### src/rtl/ifu_pkg.sv
// ifu_pkg: shared widths, the prefetch queue entry type and small PC/opcode
// helpers for the instruction fetch unit.
package ifu_pkg;

   localparam int ADDR_W     = 16;
   localparam int INSTR_W    = 16;
   localparam int OPCODE_MSB = 15;
   localparam int OPCODE_LSB = 12;

   typedef struct packed {
      logic [ADDR_W-1:0]  pc;
      logic [INSTR_W-1:0] instr;
   } fetch_entry_t;

   // Next sequential word address; wraps 0xFFFF -> 0x0000.
   function automatic logic [ADDR_W-1:0] pc_next(input logic [ADDR_W-1:0] pc);
      return pc + ADDR_W'(1);
   endfunction

   // Opcode field of an instruction word.
   function automatic logic [OPCODE_MSB-OPCODE_LSB:0] opcode_of(input logic [INSTR_W-1:0] instr);
      return instr[OPCODE_MSB:OPCODE_LSB];
   endfunction

endpackage

### src/rtl/ifu_fifo.sv
// ifu_fifo: synchronous prefetch queue of fetch_entry_t. Flush empties the
// queue and takes priority over a same-cycle push; a same-cycle pop is simply
// absorbed by the flush.
module ifu_fifo
   import ifu_pkg::*;
#(
   parameter int DEPTH = 4
) (
   input  logic                       clk,
   input  logic                       rst,
   input  logic                       flush,
   input  logic                       push,
   input  logic                       pop,
   input  fetch_entry_t               push_data,
   output fetch_entry_t               head,
   output logic [$clog2(DEPTH+1)-1:0] count
);

   localparam int PW = $clog2(DEPTH);
   localparam int CW = $clog2(DEPTH+1);

   fetch_entry_t  mem [DEPTH];
   logic [PW-1:0] wr_ptr;
   logic [PW-1:0] rd_ptr;

   // Pointer and occupancy control; power-of-two depth lets pointers wrap naturally.
   always_ff @(posedge clk) begin
      if (rst || flush) begin
         wr_ptr <= '0;
         rd_ptr <= '0;
         count  <= '0;
      end else begin
         if (push) wr_ptr <= wr_ptr + PW'(1);
         if (pop)  rd_ptr <= rd_ptr + PW'(1);
         count <= count + CW'(push) - CW'(pop);
      end
   end

   // Entry storage has no reset; only slots covered by count are ever presented.
   always_ff @(posedge clk) begin
      if (push && !flush && !rst) mem[wr_ptr] <= push_data;
   end

   assign head = mem[rd_ptr];

endmodule

### src/rtl/instr_fetch_unit.sv
// instr_fetch_unit: decoupled fetch stage. Issues word-addressed requests to an
// in-order pipelined instruction memory, buffers returned instructions with
// their PCs in a prefetch queue, and flushes/restarts on datapath redirects.
// Credit rule: queued + in-flight fetches never exceed DEPTH.
// Optional macro IFU_BYPASS_EN: a response arriving at an empty queue is shown
// on the output in the same cycle and skips the queue if consumed at once.
module instr_fetch_unit
   import ifu_pkg::*;
#(
   parameter int                DEPTH    = 4,
   parameter logic [ADDR_W-1:0] RESET_PC = 16'h0000
) (
   input  logic               clk,
   input  logic               rst,
   output logic               imem_req_valid,
   input  logic               imem_req_ready,
   output logic [ADDR_W-1:0]  imem_req_addr,
   input  logic               imem_rsp_valid,
   input  logic [INSTR_W-1:0] imem_rsp_data,
   input  logic               redirect_valid,
   input  logic [ADDR_W-1:0]  redirect_pc,
   output logic               out_valid,
   input  logic               out_ready,
   output logic [INSTR_W-1:0] out_instr,
   output logic [ADDR_W-1:0]  out_pc
);

   localparam int CW = $clog2(DEPTH+1);
   localparam int SW = CW + 1;

   logic [ADDR_W-1:0] fetch_pc;
   logic [ADDR_W-1:0] rsp_pc;
   logic [CW-1:0]     inflight;
   logic [CW-1:0]     drop;
   logic [CW-1:0]     occupancy;
   logic [CW-1:0]     inflight_nx;
   logic [SW-1:0]     budget;
   logic              accept;
   logic              rsp_live;
   logic              rsp_keep;
   logic              bypass;
   logic              q_empty;
   logic              q_push;
   logic              q_pop;
   fetch_entry_t      q_head;
   fetch_entry_t      rsp_entry;

   // Request side: issue only while a queue slot is reserved for every fetch.
   assign budget         = {1'b0, occupancy} + {1'b0, inflight};
   assign imem_req_valid = !rst && (budget < SW'(DEPTH));
   assign imem_req_addr  = fetch_pc;
   assign accept         = imem_req_valid && imem_req_ready;

   // Response side: a response is live unless it belongs to a squashed fetch;
   // a redirect in the same cycle also squashes it.
   assign rsp_live  = imem_rsp_valid && (drop == '0);
   assign rsp_keep  = rsp_live && !redirect_valid;
   assign rsp_entry = '{pc: rsp_pc, instr: imem_rsp_data};
   assign q_empty   = (occupancy == '0);

`ifdef IFU_BYPASS_EN
   assign bypass = q_empty && rsp_live;
`else
   assign bypass = 1'b0;
`endif

   // Output side: queue head first; bypassed response only when the queue is empty.
   // Outputs are zeroed when nothing is valid so idle/reset values are clean.
   assign out_valid = !q_empty || bypass;
   assign out_pc    = !q_empty ? q_head.pc    : (bypass ? rsp_pc        : '0);
   assign out_instr = !q_empty ? q_head.instr : (bypass ? imem_rsp_data : '0);

   assign q_pop       = !q_empty && out_ready;
   assign q_push      = rsp_keep && !(bypass && out_ready);
   assign inflight_nx = inflight + CW'(accept) - CW'(imem_rsp_valid);

   ifu_fifo #(
      .DEPTH (DEPTH)
   ) u_fifo (
      .clk       (clk),
      .rst       (rst),
      .flush     (redirect_valid),
      .push      (q_push),
      .pop       (q_pop),
      .push_data (rsp_entry),
      .head      (q_head),
      .count     (occupancy)
   );

   // Fetch/response PC tracking plus outstanding-request and discard accounting.
   always_ff @(posedge clk) begin
      if (rst) begin
         fetch_pc <= RESET_PC;
         rsp_pc   <= RESET_PC;
         inflight <= '0;
         drop     <= '0;
      end else begin
         inflight <= inflight_nx;
         if (redirect_valid) begin
            // Everything still outstanding after this cycle belongs to the old path.
            fetch_pc <= redirect_pc;
            rsp_pc   <= redirect_pc;
            drop     <= inflight_nx;
         end else begin
            if (accept)   fetch_pc <= pc_next(fetch_pc);
            if (rsp_keep) rsp_pc   <= pc_next(rsp_pc);
            if (imem_rsp_valid && (drop != '0)) drop <= drop - CW'(1);
         end
      end
   end

`ifndef SYNTHESIS
   a_rsp_needs_inflight : assert property (@(posedge clk) disable iff (rst)
      imem_rsp_valid |-> (inflight != '0));
   a_credit_bound       : assert property (@(posedge clk) disable iff (rst)
      budget <= SW'(DEPTH));
   a_drop_bound         : assert property (@(posedge clk) disable iff (rst)
      drop <= inflight);
`endif

endmodule

### config.mk
export PLATFORM = sky130hd
export DESIGN_NAME = instr_fetch_unit
export DESIGN_NICKNAME = d
export VERILOG_FILES = /design/src/rtl/ifu_pkg.sv /design/src/rtl/ifu_fifo.sv /design/src/rtl/instr_fetch_unit.sv
export SDC_FILE = /design/constraint.sdc
export NUM_CORES = 1
export LEC_CHECK = 0
export BUFFER_PORTS_ARGS = -buffer_cell sky130_fd_sc_hd__buf_2
export CAP_MARGIN = 0
export CORE_MARGIN = 1
export CORE_UTILIZATION = 35
export DETAILED_ROUTE_END_ITERATION = 10
export GPL_TIMING_DRIVEN = 0
export PLACE_DENSITY = 0.56
export SKIP_CTS_REPAIR_TIMING = 1
export SLEW_MARGIN = 30
export SYNTH_ARGS = -nofsm -noshare
export SYNTH_HDL_FRONTEND = slang
export SYNTH_SLANG_ARGS = --single-unit
### constraint.sdc
create_clock -name clk -period 6.39 [get_ports clk]
set_input_delay 0.3195 -clock clk [delete_from_list [all_inputs] [get_ports clk]]
set_output_delay 0.3195 -clock clk [all_outputs]
set_load 0.02 [all_outputs]
* Yosys cells after proc, flatten, opt, wreduce, memory -nomap -nowiden
Memories as Yosys holds them, arrays and structs flattened. A register that Yosys moved wholly into a read port is not among the register bits.
Index checks and enable logic that the tools add are counted.
** Storage, ports and cells
- Register bits :: 45
- RAM bits :: 128
- Output and inout bits :: 50
- Word-level logic and storage cells :: 49
- Memories kept :: 1
** Memory list
- u_fifo.mem :: depth 4, width 32, read ports 1, clocked after memory_dff 1, wr ports 1, line ifu_fifo.sv:22 : fetch_entry_t mem [DEPTH];
** Operators by class
- Add/subtract/negate cells :: 10
- Order comparisons :: 1
- Muxes and demuxes :: 12
- Reductions and logical operators :: 18
** Operator list (count)
- 16-bit two-way mux :: 6
- 16-bit by 1-bit adder with 16-bit output (second input constant) :: 2
- 1-bit logical AND :: 8
- 3-bit by 1-bit adder with 3-bit output :: 2
- 3-bit zero test :: 2
- 3-bit two-way mux :: 2
- 2-bit nonzero test :: 3
- 3-bit by 1-bit subtractor with 3-bit output :: 2
- 2-bit by 1-bit adder with 2-bit output (second input constant) :: 2
- 3-bit by 3-bit adder with 4-bit output :: 1
- 4-bit by 3-bit < comparator with 1-bit output (second input constant) :: 1
- 2-bit two-way mux :: 2
- 1-bit zero test :: 3
- 3-bit nonzero test :: 1
- 3-bit by 1-bit subtractor with 3-bit output (second input constant) :: 1
- 1-bit two-way mux :: 2
- 1-bit logical OR :: 1

* Logic depth before layout (Yosys ltp)
Gate-level depths: netlist of run 1.
- Word-level depth :: 7
- Mapped depth :: 12

* By module
From an unflattened synthesis of run 1, not the netlist that was laid out.
** Unflattened totals
- Cells, all modules :: 513
- Area total of the unflattened synthesis :: 7544.7 µm²
** Modules (own cells, without submodules)
- ifu_fifo :: times used 1, cells each 210, area each 5099.9 µm²
- instr_fetch_unit :: times used 1, cells each 303, area each 2444.8 µm²

* Least setup slack after synthesis of run 1
OpenSTA, ideal clock, no wires.
- Path type :: register to register
- Start point :: register inflight[2]
- End point :: register drop[2]
- Library setup time :: 86 ps
- Data arrival time :: 2688 ps
- Required time :: 6304 ps
- Path slack :: 3617 ps
- Stages on the path, launching flop included :: 13
- Cell sequence :: dfxtp_1 > ha_1 > nor4_2 > nand3_1 > ha_1 > inv_1 > ha_1 > inv_1 > fa_1 > xor2_1 > xnor2_1 > and2_1 > a211oi_1
** Between the ends
- Word-level cells in the longest chain between the ends :: 7
** Ends and longest elaborated chain
- from (decl) :: line instr_fetch_unit.sv:33 : logic [CW-1:0] inflight;
- from (signal assigned) :: line instr_fetch_unit.sv:98 : inflight <= inflight_nx;
- 3-bit by 3-bit adder with 4-bit output :: line instr_fetch_unit.sv:49 : assign budget = {1'b0, occupancy} + {1'b0, inflight};
- 4-bit by 3-bit < comparator with 1-bit output :: line instr_fetch_unit.sv:50 : assign imem_req_valid = !rst && (budget < SW'(DEPTH));
- 1-bit logical AND :: line instr_fetch_unit.sv:50
- 1-bit logical AND :: line instr_fetch_unit.sv:52 : assign accept = imem_req_valid && imem_req_ready;
- 3-bit by 1-bit adder with 3-bit output (*) :: line instr_fetch_unit.sv:75 : assign inflight_nx = inflight + CW'(accept) - CW'(imem_rsp_valid);
- 3-bit by 1-bit subtractor with 3-bit output (*) :: line instr_fetch_unit.sv:75
- 3-bit two-way mux (*) :: line instr_fetch_unit.sv:99 : if (redirect_valid) begin
- to (signal assigned) :: line instr_fetch_unit.sv:103 : drop <= inflight_nx;
- to (signal assigned) :: line instr_fetch_unit.sv:107 : if (imem_rsp_valid && (drop != '0)) drop <= drop - CW'(1);
- to (decl) :: line instr_fetch_unit.sv:34 : logic [CW-1:0] drop;
Mark *: on every way between the ends. The rest lies on a longest branch, timed or not.
A chain may end at the register's enable or synchronous reset.

* Final worst setup path of run 1
- Start point :: register u_fifo.count[2]
- End point :: register drop[2]
** Between the ends
- Word-level cells in the longest chain between the ends :: 7
** Ends and longest elaborated chain
- from (decl) :: line ifu_fifo.sv:16 : output logic [$clog2(DEPTH+1)-1:0] count
- from (signal assigned) :: line ifu_fifo.sv:35 : count <= count + CW'(push) - CW'(pop);
- 3-bit by 3-bit adder with 4-bit output :: line instr_fetch_unit.sv:49
- 4-bit by 3-bit < comparator with 1-bit output :: line instr_fetch_unit.sv:50
- 1-bit logical AND :: line instr_fetch_unit.sv:50
- 1-bit logical AND :: line instr_fetch_unit.sv:52
- 3-bit by 1-bit adder with 3-bit output :: line instr_fetch_unit.sv:75
- 3-bit by 1-bit subtractor with 3-bit output :: line instr_fetch_unit.sv:75
- 3-bit two-way mux :: line instr_fetch_unit.sv:99
No other way between the ends.

==> flow_summary.toml, run 1 <==
[run_status]
status = "completed"

[floorplan]
die-area_mm2 = 0.02175
row_count = 52
start_util_pct = 36.14
chipHeight_um = 147.5
ios = 88
core_mm2 = 0.02049
die_w_um = 147.5

[routing]
drtPass1Iterations = 4
drc = 0
initialDrtViolationCount = 171
vias = 4492
viasPerCell = 5.025
wirelength_um = 15760
routedWlPerCell_um = 17.62
antenna_left = 0

[setup_path]
crit_type = "reg2reg"
end_kind = "register"
r2r_cells = 12
crit_required_ns = 6.72
worstPathArrival_ns = 3.65
cp-start-kind = "register"
crit_fanout = 5

[yosys]
postSynthCellCount = 501
synth_flop_cell = "edfxtp_1"
avgSynthCellArea_um2 = 14.78
synth.distinct_cells = 43
synth_area_mm2 = 0.007406
synth_edf_count = 128
ys_ff_latch = 175
synth-seq-area-share_pct = 64.61
synth_nets = 555
yosysWarnings = 0
ys_async_sr_fraction_pct = 0

[grt]
grt_max_degree = 23
antenna_found_initial = 0
grt_pass1_wl_um = 24960
grt_use_total_pct = 15.17
first_global_vias = 4549
grt.overflow.total = 0

[worst_hold_path]
min_path_type = "in2reg"
hold_depth = 1

[clock_network]
path_clk_slew_ns = 0.07
cts_buffer_depth = 2
cts.sinks = 175
insertion_delay_ns = 0.42
root_buffer = "clkbuf_16"
cts_buffers = 17
cts_tree = "yes"
h-tree-depth = 4

[timing]
hold_violations = 0
setup_violations = 0
period_share_pct = 51.88
rsz0062_at_grt = "no"
tightest_slew_ns = 0.8352
min_period_ns = 3.315
skew_ns = 0.007691
timing.fmax_mhz = 301.7
fin_setup_tns_ns = 0
slew_headroom_pct = 43.81
slew_viol_final = 0

[pwr]
power_leakage_nw = 3.161
powerDensity_mw_per_mm2 = 293.1
ir_worst_vdd_mv = 0.1717

[cells_and_area]
drive_above_1_share_pct = 26.28
mostFrequentLayoutCells = "edfxtp_1, buf_2, dfxtp_1"
syn_to_final_growth_pct = 19.26
diodes = 0
fin_nets = 665
final_common_cell = "edfxtp_1"
fin_util_pct = 43.10

[placed_design]
hpwl_um = 11120
place_congestion = 0.9351
port_buffers = 87

[run]
drv_cap = 0
-- critical path, cell delays in order (launching register included) --
cell      delay, ns
dfxtp_1        0.40
ha_1           0.28
nor4_2         0.58
nand3_1        0.36
ha_1           0.36
inv_1          0.05
ha_1           0.12
inv_1          0.05
fa_1           0.37
xor2_1         0.16
xnor2_1        0.14
and2_1         0.16
a211oi_1       0.19
-- cells in the mapped netlist, types with 3 or more instances --
| master | number | share of area (%) |
|---|---|---|
| nand2_1 | 15 | 0.76 |
| and2_1 | 35 | 3.0 |
| and3_1 | 11 | 0.93 |
| a311oi_1 | 4 | 0.47 |
| edfxtp_1 | 128 | 52 |
| mux4_2 | 32 | 9.7 |
| a31oi_1 | 4 | 0.34 |
| nand3_1 | 9 | 0.61 |
| a21oi_1 | 17 | 1.1 |
| xnor2_1 | 14 | 1.7 |
| nand4_1 | 11 | 0.93 |
| dfxtp_1 | 47 | 13 |
| buf_2 | 4 | 0.27 |
| a21boi_0 | 15 | 1.5 |
| o31a_1 | 8 | 0.95 |
| a211oi_1 | 9 | 0.91 |
| inv_1 | 25 | 1.3 |
| nor3_1 | 10 | 0.68 |
| and4_1 | 6 | 0.71 |
| ha_1 | 14 | 2.4 |
| nor4_1 | 9 | 0.76 |
| o21bai_1 | 3 | 0.30 |
| nor2_1 | 15 | 0.76 |
| xor2_1 | 10 | 1.2 |
| clkbuf_1 | 20 | 1.0 |
-- layout make-up --
class                      instances  area, µm²
sequential                       175       4785
multi-input combinational        276       2434
timing repair buffer              91      538.0
clock inverter                    12      108.9
inverter                          25      93.84
fill                            1879      11660
clock buffer                      20      436.7
tap                              270      337.8
buffer                            25      98.84
-- power breakdown --
part	switching, W	total [W]	internal [W]
clock	0.000425	0.000965	0.000540
combinational	0.000187	0.000318	0.000131
sequential	0.0000424	0.00131	0.00126
total	0.000654	0.00259	0.00193
-- worst paths after layout --
check	slack (ns)	endpoint	startpoint
worst max-delay path	3.08	drop[2]$_SDFFE_PP0P_	u_fifo.count[2]$_SDFF_PP0_
worst min-delay path	0.11	u_fifo.mem[3][11]$_DFFE_PP_	imem_rsp_data[11]
worst max register to register	3.08	drop[2]$_SDFFE_PP0P_	u_fifo.count[2]$_SDFF_PP0_
worst min register to register	0.52	u_fifo.wr_ptr[1]$_SDFFE_PP0P_	u_fifo.wr_ptr[1]$_SDFFE_PP0P_
-- routing by layer --
metal	up-vias	global-route usage, %	wire length [µm]
met5	-	0	0
met4	0	3.763	103
met3	11	3.827	849
met2	131	23.84	7426
met1	2216	21.01	7376
li1	2134	-	-
-- state kept, by name (all words and copies together) (netlist names), named ones only --
register       count
drop               3
imem_req_addr     16
inflight           3
rsp_pc            16
u_fifo.count       3
u_fifo.mem       128
u_fifo.rd_ptr      2
u_fifo.wr_ptr      2
-- through the flow --
step | cells | cell area [µm²] | total power (W) | setup WS (ns) | hold slack (ns)
2_1_floorplan | 501 | 7406 | 0.001535 | 3.617 | 0.4184
3_3_place_gp | 858 | 8179 | 0.001637 | 3.144 | 0.4720
3_5_place_dp | 862 | 8287 | 0.001651 | 3.060 | 0.5125
4_1_cts | 894 | 8832 | 0.002615 | 3.051 | 0.08641
5_1_grt | 894 | 8832 | 0.002699 | 2.827 | 0.08557
6_report | 894 | 8832 | 0.002589 | 3.075 | 0.1110
-- logic make-up (layout without fill, tap and decap cells) --
| logic type | Yosys count | in the layout | synth area share (%) |
|---|---|---|---|
| flip-flops | 175 | 175 | 64.61 |
| adder cells (fa/ha/maj) | 16 | 16 | 2.906 |
| multiplexers | 33 | 33 | 9.867 |
| buffers and inverters | 50 | 173 | 2.602 |
| AND/OR/NAND/NOR | 137 | 137 | 10.83 |
| XOR/XNOR | 24 | 24 | 2.838 |
| AO/OA/AOI/OAI | 66 | 66 | 6.352 |
No activity file was read; power rests on OpenSTA's default activity.
==> inputs of run 2 (changes only) <==
--- a/config.mk
+++ b/config.mk
@@ -5,13 +5,14 @@
 export SDC_FILE = /design/constraint.sdc
 export NUM_CORES = 1
 export LEC_CHECK = 0
+export ABC_AREA = 1
 export BUFFER_PORTS_ARGS = -buffer_cell sky130_fd_sc_hd__buf_2
 export CAP_MARGIN = 0
 export CORE_MARGIN = 1
 export CORE_UTILIZATION = 35
 export DETAILED_ROUTE_END_ITERATION = 10
 export GPL_TIMING_DRIVEN = 0
-export PLACE_DENSITY = 0.56
+export PLACE_DENSITY = 0.57
 export SKIP_CTS_REPAIR_TIMING = 1
 export SLEW_MARGIN = 30
 export SYNTH_ARGS = -nofsm -noshare
==> constraint.sdc (replaced) <==
create_clock -name clk -period 2.8 [get_ports clk]
set_input_delay 0.14 -clock clk [delete_from_list [all_inputs] [get_ports clk]]
set_output_delay 0.14 -clock clk [all_outputs]
set_load 0.02 [all_outputs]
==> flow_summary.toml, run 2 <==
[placed_design]
hpwl_um = 13090
place_congestion = 0.8899
port_buffers = 86
place_worst_setup_slack_ns = -0.03253

[yosys]
synth-seq-area-share_pct = 60.74
yosysTopAreaCell = "edfxtp_1"
synth.distinct_cells = 37
yosysMostFrequentCell = "nor2_1"
synthTopCellsByArea = "edfxtp_1, dfxtp_1, nor2_1"
synth_area_mm2 = 0.007878
postSynthCellCount = 827
ys_async_sr_fraction_pct = 0
synth_edf_count = 128
synth_common_cells = "nor2_1, edfxtp_1, nand2_1"
synth_nets = 881
ys_ff_latch = 175
yosysWarnings = 0
avgSynthCellArea_um2 = 9.525
synth_top_area_share_pct = 48.79
synth_flop_cell = "edfxtp_1"

[worst_hold_path]
hold_depth = 3
min_path_type = "in2reg"
worstHoldStart = "redirect_pc[10]"
hold_end = "rsp_pc[10]$_SDFFE_PP0P_"

[timing]
slew_headroom_pct = 55.86
tightest_slew_ns = 0.6605
slew_viol_final = 0
timing.fmax_mhz = 391.4
worst_slack_ns = 0.2448
min_period_ns = 2.555
timing.hold.ws_ns = 0.008868
hold_violations = 0
period_share_pct = 91.26
rsz0062_at_grt = "no"
skew_ns = 0.01495
setup_violations = 0

[setup_path]
r2r_start = "inflight[1]$_SDFF_PP0_"
cp-start-kind = "register"
timing.rr.end = "drop[2]$_SDFFE_PP0P_"
cp_cell_sequence = "ha_1, nand3_1, nand4_4, buf_6, ha_1, inv_1, ha_1, inv_1, fa_1, xnor2_2, xor2_1, o21ai_0"
crit_required_ns = 3.12
cp_slowest_stage_delay_ns = 0.40
cp_common_cell = "ha_1"
end_kind = "register"
r2r_cells = 12
crit_type = "reg2reg"
reg2reg_slack_ns = 0.24
slowest_stage = "fa_1"
worstPathArrival_ns = 2.87
crit_fanout = 10

[pwr]
p_switching_w = 0.001761
sequentialPowerShare_pct = 49.0
ir_worst_vdd_mv = 0.3942
p_int_w = 0.004382
power_leakage_nw = 3.704
switching_share_pct = 28.66
fin_total_pwr_w = 0.006143
power_frac_clock_pct = 37.3
comb_power_share_pct = 13.6
powerDensity_mw_per_mm2 = 641.9

[clock_network]
cts_tree = "yes"
root_buffer = "clkbuf_16"
cts_buffer_depth = 2
h-tree-depth = 4
path_clk_slew_ns = 0.07
cts.sinks = 175
insertion_delay_ns = 0.44
cts_buffers = 17

[run_status]
status = "complete, but fails checks"
violations = "DRC"

[grt]
antenna_found_initial = 0
grt_max_degree = 21
grt_use_total_pct = 17.33
first_global_vias = 5628
grt_pass1_wl_um = 30940
grt.overflow.total = 0

[floorplan]
chipHeight_um = 152.0
row_count = 54
die_w_um = 152.0
start_util_pct = 35.87
ios = 88
core_mm2 = 0.02196
die-area_mm2 = 0.02311

[routing]
antenna_left = 0
drtPass1Iterations = 8
wirelength_um = 19490
drc = 11
vias = 6097
viasPerCell = 4.889
initialDrtViolationCount = 501
routedWlPerCell_um = 15.63

[cells_and_area]
final_common_cell = "nor2_1"
fin_nets = 1008
diodes = 0
drive_above_1_share_pct = 16.75
mostFrequentLayoutCells = "nor2_1, edfxtp_1, nand2_1"
largest_reg_flops = 128
regMostFlops = "u_fifo.mem"
fillCellCount = 2136
syn_to_final_growth_pct = 21.49
multiInputGateArea_mm2 = 0.002735
regArea_mm2 = 0.004791

[run]
drv_cap = 0
==> run 2: changes by cell type after synthesis, sizes merged, moves of 15 or more <==
cell / before / now
nand2: 15 / 113
a21oi: 17 / 64
and2: 35 / 0
nand3: 9 / 40
mux4: 32 / 0
nor2: 15 / 188
a21boi: 15 / 0
o21ai: 0 / 98
inv: 25 / 61
==> run 2: logic make-up after synthesis <==
logic type | after synthesis | synth area share [%]
AO/OA/AOI/OAI | 171 | 11.12
AND/OR/NAND/NOR | 361 | 19.41
XOR/XNOR | 8 | 0.8895
flip-flops | 175 | 60.74
buffers and inverters | 96 | 5.114
adder cells (fa/ha/maj) | 16 | 2.732
==> run 2: routing by layer <==
layer  vias up  track usage, %  part of all wire (%)
li1       3068               -                     -
met1      2862           23.93                    48
met2       153           27.95                    47
met3        14           3.537                   4.1
met4         0           4.130                  0.97
met5         -               0                     0
==> run 2: area by class of cell <==
type                    count  share of cell area (%)
well taps                 280                   3.661
clock buffers              18                   4.484
plain buffers              34                   1.817
clock inverters            14                   1.464
repair buffers            108                   7.504
inverters                  62                   2.432
multi-input cells         556                   28.58
flip-flops and latches    175                   50.06
==> run 2: worst max path at each step <==
stage,to,depth (start not counted),from
after floorplan,u_fifo.mem[2][0]$_DFFE_PP_,6,drop[0]$_SDFFE_PP0P_
after global routing,drop[2]$_SDFFE_PP0P_,12,inflight[1]$_SDFF_PP0_
after CTS,drop[2]$_SDFFE_PP0P_,12,u_fifo.count[2]$_SDFF_PP0_
after detailed placement,drop[2]$_SDFFE_PP0P_,12,u_fifo.count[2]$_SDFF_PP0_
after global placement,u_fifo.mem[1][1]$_DFFE_PP_,6,drop[0]$_SDFFE_PP0P_
final,drop[2]$_SDFFE_PP0P_,12,inflight[1]$_SDFF_PP0_
==> run 2: stage by stage <==
stage                     std cells  util (%)  area (µm²)  setup TNS, ns
final                          1247     43.58        9570              0
after global routing           1247     43.58        9570              0
after detailed placement       1197     40.07        8798       -0.03574
after global placement         1193     39.43        8658        -163.03
after floorplan                 827         -        7878              0
after CTS                      1229     42.66        9368       -0.06122
==> run 2: worst max-delay path: cells and delay by family (launching register included) <==
kind	cells	cell delay (ns)
AOI/OAI and AO/OA	1	0.10
xor gates and xnor gates	2	0.38
adders and majority gates	4	1.09
buffers and inverters	3	0.25
DFF	1	0.35
and+or+nand+nor	2	0.27
==> run 2: power by group through the flow <==
stage | logic (W) | clock network (W) | registers [W]
after floorplan | 0.000508 | 0 | 0.00305
after global placement | 0.000777 | 0 | 0.00307
after detailed placement | 0.000798 | 0 | 0.00306
after CTS | 0.000803 | 0.00233 | 0.00301
after global routing | 0.000946 | 0.00244 | 0.00303
final | 0.000838 | 0.00229 | 0.00301
==> inputs of run 3 (changes only) <==
--- a/config.mk
+++ b/config.mk
@@ -5,7 +5,6 @@
 export SDC_FILE = /design/constraint.sdc
 export NUM_CORES = 1
 export LEC_CHECK = 0
-export ABC_AREA = 1
 export BUFFER_PORTS_ARGS = -buffer_cell sky130_fd_sc_hd__buf_2
 export CAP_MARGIN = 0
 export CORE_MARGIN = 1
==> flow_summary.toml, run 3 (same netlist as run 1, synthesis figures left out) <==
[timing]
timing.hold.ws_ns = 0.06228
tightest_slew_ns = 0.7439
hold_violations = 0
rsz0062_at_grt = "yes"
setup_violations = 0
slew_headroom_pct = 49.95
skew_ns = 0.01069
period_share_pct = 97.74
timing.fmax_mhz = 365.4
slew_viol_final = 0
min_period_ns = 2.737

[setup_path]
crit_required_ns = 3.09
cp_num_buf_inv = 2
end_kind = "register"
cp_cell_sequence = "ha_4, nor4_4, nand3_2, ha_4, inv_2, ha_4, inv_2, fa_2, xor2_2, xnor2_1, and2_1, a211oi_2"
slowest_stage = "dfxtp_4"
cp_common_cell = "ha_4"
cp_top_family = "adder cells"
cp-start-kind = "register"
worstPathArrival_ns = 3.03
crit_type = "reg2reg"
crit_fanout = 3
cp_slowest_stage_delay_ns = 0.37

[floorplan]
start_util_pct = 36.14
core_mm2 = 0.02049
chipHeight_um = 147.5
ios = 88
die-area_mm2 = 0.02175
row_count = 52
die_w_um = 147.5

[grt]
first_global_vias = 4583
grt.overflow.total = 0
grt_pass1_wl_um = 24870
grt_use_total_pct = 15.24
grt_max_degree = 23
antenna_found_initial = 0

[placed_design]
place_congestion = 0.9409
port_buffers = 87
hpwl_um = 10920
dp.cells = 862
post_dp_cell_area_mm2 = 0.008279

[run_status]
status = "completed"

[clock_network]
root_buffer = "clkbuf_16"
path_clk_slew_ns = 0.07
cts_buffers = 17
h-tree-depth = 4
cts_buffer_depth = 2
cts.sinks = 175
cts_tree = "yes"
insertion_delay_ns = 0.42

[routing]
vias = 4592
antenna_left = 0
wirelength_um = 15900
drtPass1Iterations = 5
drc = 0
routedWlPerCell_um = 17.34
initialDrtViolationCount = 260
viasPerCell = 5.008

[cells_and_area]
mostFrequentLayoutCells = "edfxtp_1, buf_2, dfxtp_1"
final_area_mm2 = 0.009161
fin_util_pct = 44.70
final_common_cell = "edfxtp_1"
syn_to_final_growth_pct = 23.70
largest_reg_flops = 128
diodes = 0
drive_above_1_share_pct = 29.37
fin_nets = 688
regMostFlops = "u_fifo.mem"
fin_cells = 917

[worst_hold_path]
min_path_type = "in2reg"

[pwr]
powerDensity_mw_per_mm2 = 668.3
fin_total_pwr_w = 0.006123
ir_worst_vdd_mv = 0.4105
power_leakage_nw = 3.277

[run]
drv_cap = 0
-- run 3: per-layer routing --
layer	routed length, µm	part of all wire (%)	GRT usage, %	vias to the layer above
li1	-	-	-	2176
met1	7355	46	20.40	2257
met2	7479	47	24.03	144
met3	859	5.4	3.920	15
met4	206	1.3	5.361	0
met5	0	0	0	-
-- run 3: final timing paths --
path                                 startpoint                       endpoint  slack (ns)  cells after the start
setup / recovery     u_fifo.count[2]$_SDFF_PP0_           drop[2]$_SDFFE_PP0P_        0.06                     12
hold reg to reg   u_fifo.wr_ptr[1]$_SDFFE_PP0P_  u_fifo.wr_ptr[1]$_SDFFE_PP0P_        0.50                      2
setup reg to reg     u_fifo.count[2]$_SDFF_PP0_           drop[2]$_SDFFE_PP0P_        0.06                     12
hold / removal                   redirect_pc[1]  imem_req_addr[1]$_SDFFE_PP0P_        0.06                      3
-- run 3: area by class of cell --
cell class,count,area (µm²)
fillers,1874,11330
flip-flops and latches,175,4800
multi-input cells,276,2512
repair buffers,114,743.2
clock buffers,17,425.4
well taps,270,337.8
clock inverters,15,150.1
plain buffers,25,98.84
inverters,25,93.84
-- run 3: tightest hold or removal path, stage by stage --
cell,delay (ns)
buf_2,0.08
o21bai_1,0.10
a21oi_1,0.13
-- run 3: metrics by stage --
step	setup slack, ns	setup TNS, ns
floorplan	0.02655	0
global placement	-0.4381	-45.87
detailed placement	-0.5279	-1.104
CTS	-0.5477	-1.143
global route	-0.09991	-0.1329
finish	0.06333	0
-- run 3: power breakdown --
group	switching, W	internal, W	total [W]
clock network	0.00104	0.00125	0.00229
registers	0.0000976	0.00289	0.00298
logic	0.000467	0.000379	0.000846
total	0.00160	0.00452	0.00612
